===== src/rtl/plic_pkg.sv =====
// Shared types and constants for the PLIC target: claim FSM states and the reserved "no interrupt" ID.
package plic_pkg;
    typedef enum logic [1:0] {
        ST_IDLE   = 2'd0,
        ST_ACK    = 2'd1,
        ST_SETTLE = 2'd2
    } claim_state_t;

    localparam int unsigned PLIC_ID_NONE = 0;
endpackage


===== src/rtl/plic_priority_index.sv =====
// Combinational best-candidate search: highest non-zero priority wins, ties resolve to the lowest ID.
module plic_priority_index
    import plic_pkg::*;
#(
    parameter int SOURCES       = 16,
    parameter int PRIORITY_BITS = 3,
    parameter int ID_BITS       = 5
) (
    input  logic [SOURCES-1:0]                    i_valid,
    input  logic [SOURCES-1:0][PRIORITY_BITS-1:0] i_priority,
    output logic [ID_BITS-1:0]                    o_best_id,
    output logic [PRIORITY_BITS-1:0]              o_best_pri
);
    // Scanning from the top ID down with >= lets a lower ID displace an equal-priority higher one.
    always_comb begin
        o_best_id  = ID_BITS'(PLIC_ID_NONE);
        o_best_pri = '0;
        for (int i = SOURCES - 1; i >= 0; i--) begin
            if (i_valid[i] && (i_priority[i] != '0) && (i_priority[i] >= o_best_pri)) begin
                o_best_id  = ID_BITS'(i + 1);
                o_best_pri = i_priority[i];
            end
        end
    end
endmodule


===== src/rtl/plic_target.sv =====
// PLIC target: candidate selection, irq generation, claim/complete handshake and in-service tracking.
// Optional macro PLIC_TARGET_COMPLETE_CHECK_EN: forward completes only for IDs currently in service.
module plic_target
    import plic_pkg::*;
#(
    parameter  int SOURCES       = 16,
    parameter  int PRIORITIES    = 8,
    localparam int ID_BITS       = $clog2(SOURCES + 1),
    localparam int PRIORITY_BITS = $clog2(PRIORITIES)
) (
    input  logic                                  clk,
    input  logic                                  rst_n,
    input  logic [SOURCES-1:0]                    i_ip,
    input  logic [SOURCES-1:0]                    i_ie,
    input  logic [SOURCES-1:0][PRIORITY_BITS-1:0] i_priority,
    input  logic [PRIORITY_BITS-1:0]              i_threshold,
    output logic                                  o_irq,
    input  logic                                  i_claim_req,
    output logic                                  o_claim_ack,
    output logic [ID_BITS-1:0]                    o_claim_id,
    input  logic                                  i_complete_req,
    input  logic [ID_BITS-1:0]                    i_complete_id,
    output logic [SOURCES-1:0]                    o_claim,
    output logic [SOURCES-1:0]                    o_complete
);
    claim_state_t             r_state;
    logic                     r_settle_cnt;
    logic                     r_claim_ack;
    logic [ID_BITS-1:0]       r_claim_id;
    logic [SOURCES-1:0]       r_claim;
    logic [SOURCES-1:0]       r_complete;
    logic [SOURCES-1:0]       r_in_service;
    logic [ID_BITS-1:0]       r_best_id;
    logic [PRIORITY_BITS-1:0] r_best_pri;
    logic                     r_irq;
    logic                     r_pend_valid;
    logic [ID_BITS-1:0]       r_pend_id;

    logic [SOURCES-1:0]       w_cand;
    logic [ID_BITS-1:0]       w_best_id;
    logic [PRIORITY_BITS-1:0] w_best_pri;
    logic                     w_claim_fire;
    logic [ID_BITS-1:0]       w_claim_sel_id;
    logic                     w_in_valid;
    logic                     w_sel_valid;
    logic [ID_BITS-1:0]       w_sel_id;
    logic                     w_defer;
    logic                     w_cmp_do;
    logic [SOURCES-1:0]       w_claim_hot;
    logic [SOURCES-1:0]       w_cmp_hot;
    logic [SOURCES-1:0]       w_cmp_fwd;

    assign w_cand = i_ip & i_ie & ~r_in_service;

    plic_priority_index #(
        .SOURCES      (SOURCES),
        .PRIORITY_BITS(PRIORITY_BITS),
        .ID_BITS      (ID_BITS)
    ) u_index (
        .i_valid   (w_cand),
        .i_priority(i_priority),
        .o_best_id (w_best_id),
        .o_best_pri(w_best_pri)
    );

    assign w_claim_fire   = (r_state == ST_IDLE) && i_claim_req;
    assign w_claim_sel_id = (r_best_pri > i_threshold) ? r_best_id : ID_BITS'(PLIC_ID_NONE);

    // A complete that lands on the same edge as the claim of that ID is held one cycle so it
    // acts on the freshly set in-service bit instead of being lost.
    assign w_in_valid  = i_complete_req && (i_complete_id != '0) && (32'(i_complete_id) <= 32'(SOURCES));
    assign w_sel_valid = r_pend_valid || w_in_valid;
    assign w_sel_id    = r_pend_valid ? r_pend_id : i_complete_id;
    assign w_defer     = w_sel_valid && w_claim_fire && (w_sel_id == w_claim_sel_id);
    assign w_cmp_do    = w_sel_valid && !w_defer;

    generate
        for (genvar gi = 0; gi < SOURCES; gi++) begin : g_decode
            assign w_claim_hot[gi] = w_claim_fire && (w_claim_sel_id == ID_BITS'(gi + 1));
            assign w_cmp_hot[gi]   = w_cmp_do && (w_sel_id == ID_BITS'(gi + 1));
        end
    endgenerate

`ifdef PLIC_TARGET_COMPLETE_CHECK_EN
    assign w_cmp_fwd = w_cmp_hot & r_in_service;
`else
    assign w_cmp_fwd = w_cmp_hot;
`endif

    always_ff @(posedge clk or negedge rst_n) begin
        if (!rst_n) begin
            r_best_id    <= '0;
            r_best_pri   <= '0;
            r_irq        <= 1'b0;
            r_in_service <= '0;
            r_complete   <= '0;
            r_pend_valid <= 1'b0;
            r_pend_id    <= '0;
        end else begin
            r_best_id    <= w_best_id;
            r_best_pri   <= w_best_pri;
            r_irq        <= (r_best_pri > i_threshold);
            r_in_service <= (r_in_service | w_claim_hot) & ~w_cmp_hot;
            r_complete   <= w_cmp_fwd;
            if (w_defer) begin
                r_pend_valid <= 1'b1;
                r_pend_id    <= w_sel_id;
            end else if (r_pend_valid && w_in_valid) begin
                r_pend_valid <= 1'b1;
                r_pend_id    <= i_complete_id;
            end else begin
                r_pend_valid <= 1'b0;
            end
        end
    end

    // Claim handshake; SETTLE lasts two cycles so the gateway can drop ip before the next claim.
    always_ff @(posedge clk or negedge rst_n) begin
        if (!rst_n) begin
            r_state      <= ST_IDLE;
            r_settle_cnt <= 1'b0;
            r_claim_ack  <= 1'b0;
            r_claim_id   <= '0;
            r_claim      <= '0;
        end else begin
            r_claim_ack <= 1'b0;
            r_claim_id  <= '0;
            r_claim     <= '0;
            case (r_state)
                ST_IDLE: begin
                    if (i_claim_req) begin
                        r_state     <= ST_ACK;
                        r_claim_ack <= 1'b1;
                        r_claim_id  <= w_claim_sel_id;
                        r_claim     <= w_claim_hot;
                    end
                end
                ST_ACK: begin
                    r_state      <= ST_SETTLE;
                    r_settle_cnt <= 1'b0;
                end
                ST_SETTLE: begin
                    if (r_settle_cnt) begin
                        r_state <= ST_IDLE;
                    end else begin
                        r_settle_cnt <= 1'b1;
                    end
                end
                default: r_state <= ST_IDLE;
            endcase
        end
    end

    assign o_irq       = r_irq;
    assign o_claim_ack = r_claim_ack;
    assign o_claim_id  = r_claim_id;
    assign o_claim     = r_claim;
    assign o_complete  = r_complete;
endmodule

===== config.mk =====
export PLATFORM = sky130hd
export DESIGN_NAME = plic_target
export DESIGN_NICKNAME = d
export VERILOG_FILES = /design/src/rtl/plic_pkg.sv /design/src/rtl/plic_priority_index.sv /design/src/rtl/plic_target.sv
export SDC_FILE = /design/constraint.sdc
export NUM_CORES = 1
export LEC_CHECK = 0
export BUFFER_PORTS_ARGS = -buffer_cell sky130_fd_sc_hd__buf_2
export CORE_ASPECT_RATIO = 0.9
export CORE_MARGIN = 4
export CORE_UTILIZATION = 59
export DETAILED_ROUTE_END_ITERATION = 8
export PLACE_DENSITY_LB_ADDON = 0.12
export RECOVER_POWER = 50
export SLEW_MARGIN = 20
export SYNTH_ARGS = -nofsm -noshare
export SYNTH_HDL_FRONTEND = slang
export SYNTH_SLANG_ARGS = --single-unit
export TNS_END_PERCENT = 20

===== constraint.sdc =====
create_clock -name clk -period 49.7 [get_ports clk]
set_input_delay 2.485 -clock clk [delete_from_list [all_inputs] [get_ports clk]]
set_output_delay 2.485 -clock clk [all_outputs]
set_load 0.02 [all_outputs]

==> impl.org <==
** Finish
- Layout Cells excl Fill :: slightly below 900
- Summed area of non-filler cells in the final layout :: roughly 6000 um^2
- Fillers :: a little over 700
- Compared with the post-synthesis result, the final layout area differs by 18.7%.
- Leaving out fill and tap cells, the most frequent cell in the layout is buf_2.
- The number of antenna diodes in the final layout is 0.
- Leaving out fill and tap cells, the most frequent cells in the layout are buf_2, nor2_1, nand2_1, dfrtp_1, inv_1.
- Final nets :: ~870
- In the final layout, the share of cells above drive strength 1 is a little under a quarter.

** Route
- Number of routed nets with antenna violations :: 0
- Wire length per cell :: between 15 and 20 um
- Number of DRC violations after detailed routing :: 0
- First drt pass iteration count :: 5
- Wires add up to approximately 14 mm.
- Average via count per standard cell :: around 5.7
- Vias post-DR :: between 5000 and 6000
- Starting DRT DRC Count :: 276

** STA
- The routed design could run at a clock period as short as between 20 and 25 ns.
- Across the routed clock network, the largest skew measured is 0.00679 ns.
- After layout, the worst path uses 47.4% of the clock period.
- Timing-limited maximum frequency :: ~0.042 GHz
- Final-report hold violation count :: 0
- Transition time at the pin with the least slew margin :: approximately 3.6 ns
- Unrepaired setup endpoints after global routing :: no
- The number of max-slew violations in the final report was 73.
- The tightest hold path in the finished design has a slack of approximately 0.52 ns.
- Finish-stage setup viols :: 0
- After routing, the total negative slack on setup checks comes to 0 ns.
- Relative max-transition margin :: -143%

** Global routing
- The first global-routing pass estimated 22.4 mm of wire.
- Entering global routing, the biggest net connects 73 pins.
- Initial antenna violation count :: 0
- Tot GR Track Use :: between 20% and 30%
- Total grt overflow :: 0
- The number of global-route vias before repair is 4777.

** Critical path
- Slowest-stage cell, CP :: o21ai_1
- Timing startpoint of the critical path :: i_ie[15]
- The worst setup path is captured at a flop.
- Internal reg-to-reg setup slack :: around 28 ns
- Classification of the worst setup path :: input pin to flop
- The largest single stage delay on the critical path is ~0.49 ns.
- The worst setup path is launched from an input pin.
- Among the stages of the critical path, the cell type that occurs most often is ha_1.
- Maximum fanout encountered on the critical timing path :: 9
- The worst register-to-register path begins at r_in_service[15]$_DFF_PN0_.
- Required time at the endpoint of the critical path :: about 50 ns
- STA puts the critical path data arrival time at between 20 and 25 ns.

** Power and ir drop
- Power spread over the standard cell area amounts to 38.9 nW/um^2.
- Across the VDD grid, the largest voltage drop is 0.0213 mV.
- Leakage power total :: around 0.0031 uW
- Overall power consumption :: 240 uW

** Yosys
- Cell variety after synth :: 76
- Xor/xnor share of the synthesized area :: 1.01%
- Number of warning messages in the yosys log :: 0
- When the netlist entered floorplanning its net count stood at 741.
- Counting flops with a built-in enable in the synthesized netlist gives 0.
- Sequential element share of the synthesized area :: between 30% and 40%
- Most instantiated flip-flop cell in the synthesis netlist :: dfrtp_1
- In the synthesized netlist, the number of instances is 619.
- After Yosys synthesis, full adders, half adders and majority gates account for 7.90% of the synthesized area.
- The synthesized netlist devotes about a quarter of its cell area to simple gates.
- After synthesis the netlist holds a flip-flop and latch count of between 70 and 80.
- In the synthesized netlist, mux cells make up ~4.2% of the area.
- Share of async-settable or async-resettable flops after synthesis :: 100%
- Compound-gate portion of the synthesized area :: 24.1%
- Syn avg cell area :: between 8 and 9 um^2
- Main combinational cell family by area after synthesis :: simple AND/OR/NAND/NOR gates
- The mapped netlist covers 5200 um^2.

** Die
- Die area :: 10400 um^2
- The floorplan has 32 rows.
- Ports placed on the boundary :: approximately 130
- Core footprint :: between 8000 and 9000 um^2
- Effective utilization at floorplan :: approximately three fifths
- Die Ht :: a little under 100 um
- The die is ~110 um wide.

** Status
- The flow ran to the end, but the final reports show violations.
- The checks that failed: max-capacitance violations, max-slew violations.

** Clock tree
- Clock sink count :: between 70 and 80
- Post-CTS setup repair buffer count :: 0
- TritonCTS built the clock tree.
- The cell sitting at the root of the clock tree is a clkbuf_8.
- In this run the deepest clock path goes through 2 buffers.
- Buffers inserted to repair hold after CTS numbered 0.
- H-tree levels :: 3
- Clock latency on the worst-skew pair, taken at its later pin, is 0.34 ns.
- CTS resizes :: 0
- After clock tree synthesis, the clock-pin slew on the worst setup and hold paths is 0.08 ns.
- Total clock buffers created by CTS :: 9

** Place
- The count of buffers added on input and output ports is between 100 and 150.
- Including well taps, the total number of placed cells is between 800 and 900.
- Placer congestion estimate :: approximately 0.94
- Post-detailed-placement cell area :: 5970 um^2
- After legalization and detailed placement, the total HPWL measured about 11 mm.

** Flow run
- Across the run, the number of max-cap violations was 1.

** Min path
- The startpoint identified for the worst hold timing path is r_in_service[14]$_DFF_PN0_.
- In this run the worst hold path is classified as flop to flop.
-- synthesized netlist by cell type, types with 10 or more instances --
| library cell | n | area [um^2] |
|---|---|---|
| nor2_1 | 90 | 338 |
| nand2_1 | 77 | 289 |
| dfrtp_1 | 72 | 1800 |
| inv_1 | 41 | 154 |
| a21oi_1 | 35 | 175 |
| o21ai_0 | 31 | 155 |
| ha_1 | 30 | 375 |
| nor3_1 | 17 | 85.1 |
| mux2_2 | 14 | 158 |
| nand2b_1 | 14 | 87.6 |
| nand3_1 | 14 | 70.1 |
| o21a_1 | 13 | 97.6 |
| a31oi_1 | 11 | 68.8 |
| clkbuf_1 | 10 | 37.5 |
-- kinds of logic (layout without fill, tap and decap cells) --
logic type / count (synthesis) / in the layout
xor gates and xnor gates: 6 / 6
DFF: 72 / 72
and+or+nand+nor: 265 / 265
AOI/OAI and AO/OA: 171 / 171
adders and majority gates: 33 / 33
muxes: 20 / 20
buffers and inverters: 52 / 190
-- area by class of cell --
type / instances / area, um^2 / area share [%]
inverters: 42 / 158 / 2.56
clock buffers: 11 / 141 / 2.29
clock inverters: 5 / 80.1 / 1.30
flip-flops and latches: 72 / 1800 / 29.2
multi-input cells: 495 / 3200 / 51.9
well taps: 119 / 149 / 2.41
repair buffers: 132 / 639 / 10.4
-- per-stage QoR --
| step | setup WS [ns] | utilization (%) |
|---|---|---|
| 6_report | 26.15 | 72.0 |
| 5_1_grt | 24.53 | 72.0 |
| 4_1_cts | 26.28 | 72.3 |
| 3_5_place_dp | 25.95 | 69.7 |
| 3_3_place_gp | 26.84 | 69.7 |
| 2_1_floorplan | 28.33 | - |
-- routing by layer --
| layer | share of wire [%] | routed length [um] | GRT usage [%] | vias to the layer above |
|---|---|---|---|---|
| met5 | 0 | 0 | 0 | - |
| met4 | 1.2 | 165 | 6.29 | 0 |
| met2 | 46 | 6280 | 43.5 | 191 |
| met1 | 45 | 6140 | 36.8 | 2348 |
| li1 | - | - | - | 2479 |
| met3 | 7.3 | 998 | 4.67 | 15 |
-- state kept, by name (all words and copies together) (netlist names) --
signal        flops
o_claim          16
o_complete       16
r_in_service     16
o_claim_id        5
r_best_id         5
r_pend_id         5
r_best_pri        3
r_state           2
o_claim_ack       1
o_irq             1
r_pend_valid      1
r_settle_cnt      1
-- worst max-delay path, delay by kind of cell --
family / cells / cell delay (ns)
fa+ha+maj: 17 / 4.92
simple gates: 30 / 5.34
buf+inv: 3 / 0.25
compound gates: 33 / 7.29
mux: 9 / 3.47
-- power breakdown --
part / switching (uW) / internal, uW / total, uW
Sequential: 10.5 / 70.7 / 81.2
Combinational: 63.9 / 43.8 / 108
Clock: 21.3 / 29.5 / 50.8
-- final timing paths --
check	cells past startpoint	endpoint
worst max-delay path	92	r_best_id[1]$_DFF_PN0_
worst min-delay path	2	r_in_service[14]$_DFF_PN0_
worst max register to register	91	r_best_id[1]$_DFF_PN0_
worst min register to register	2	r_in_service[14]$_DFF_PN0_
max in group asynchronous	2	o_claim[8]$_DFF_PN0_
min in group asynchronous	2	r_best_pri[1]$_DFF_PN0_
No activity file was read; power rests on OpenSTA's default activity.
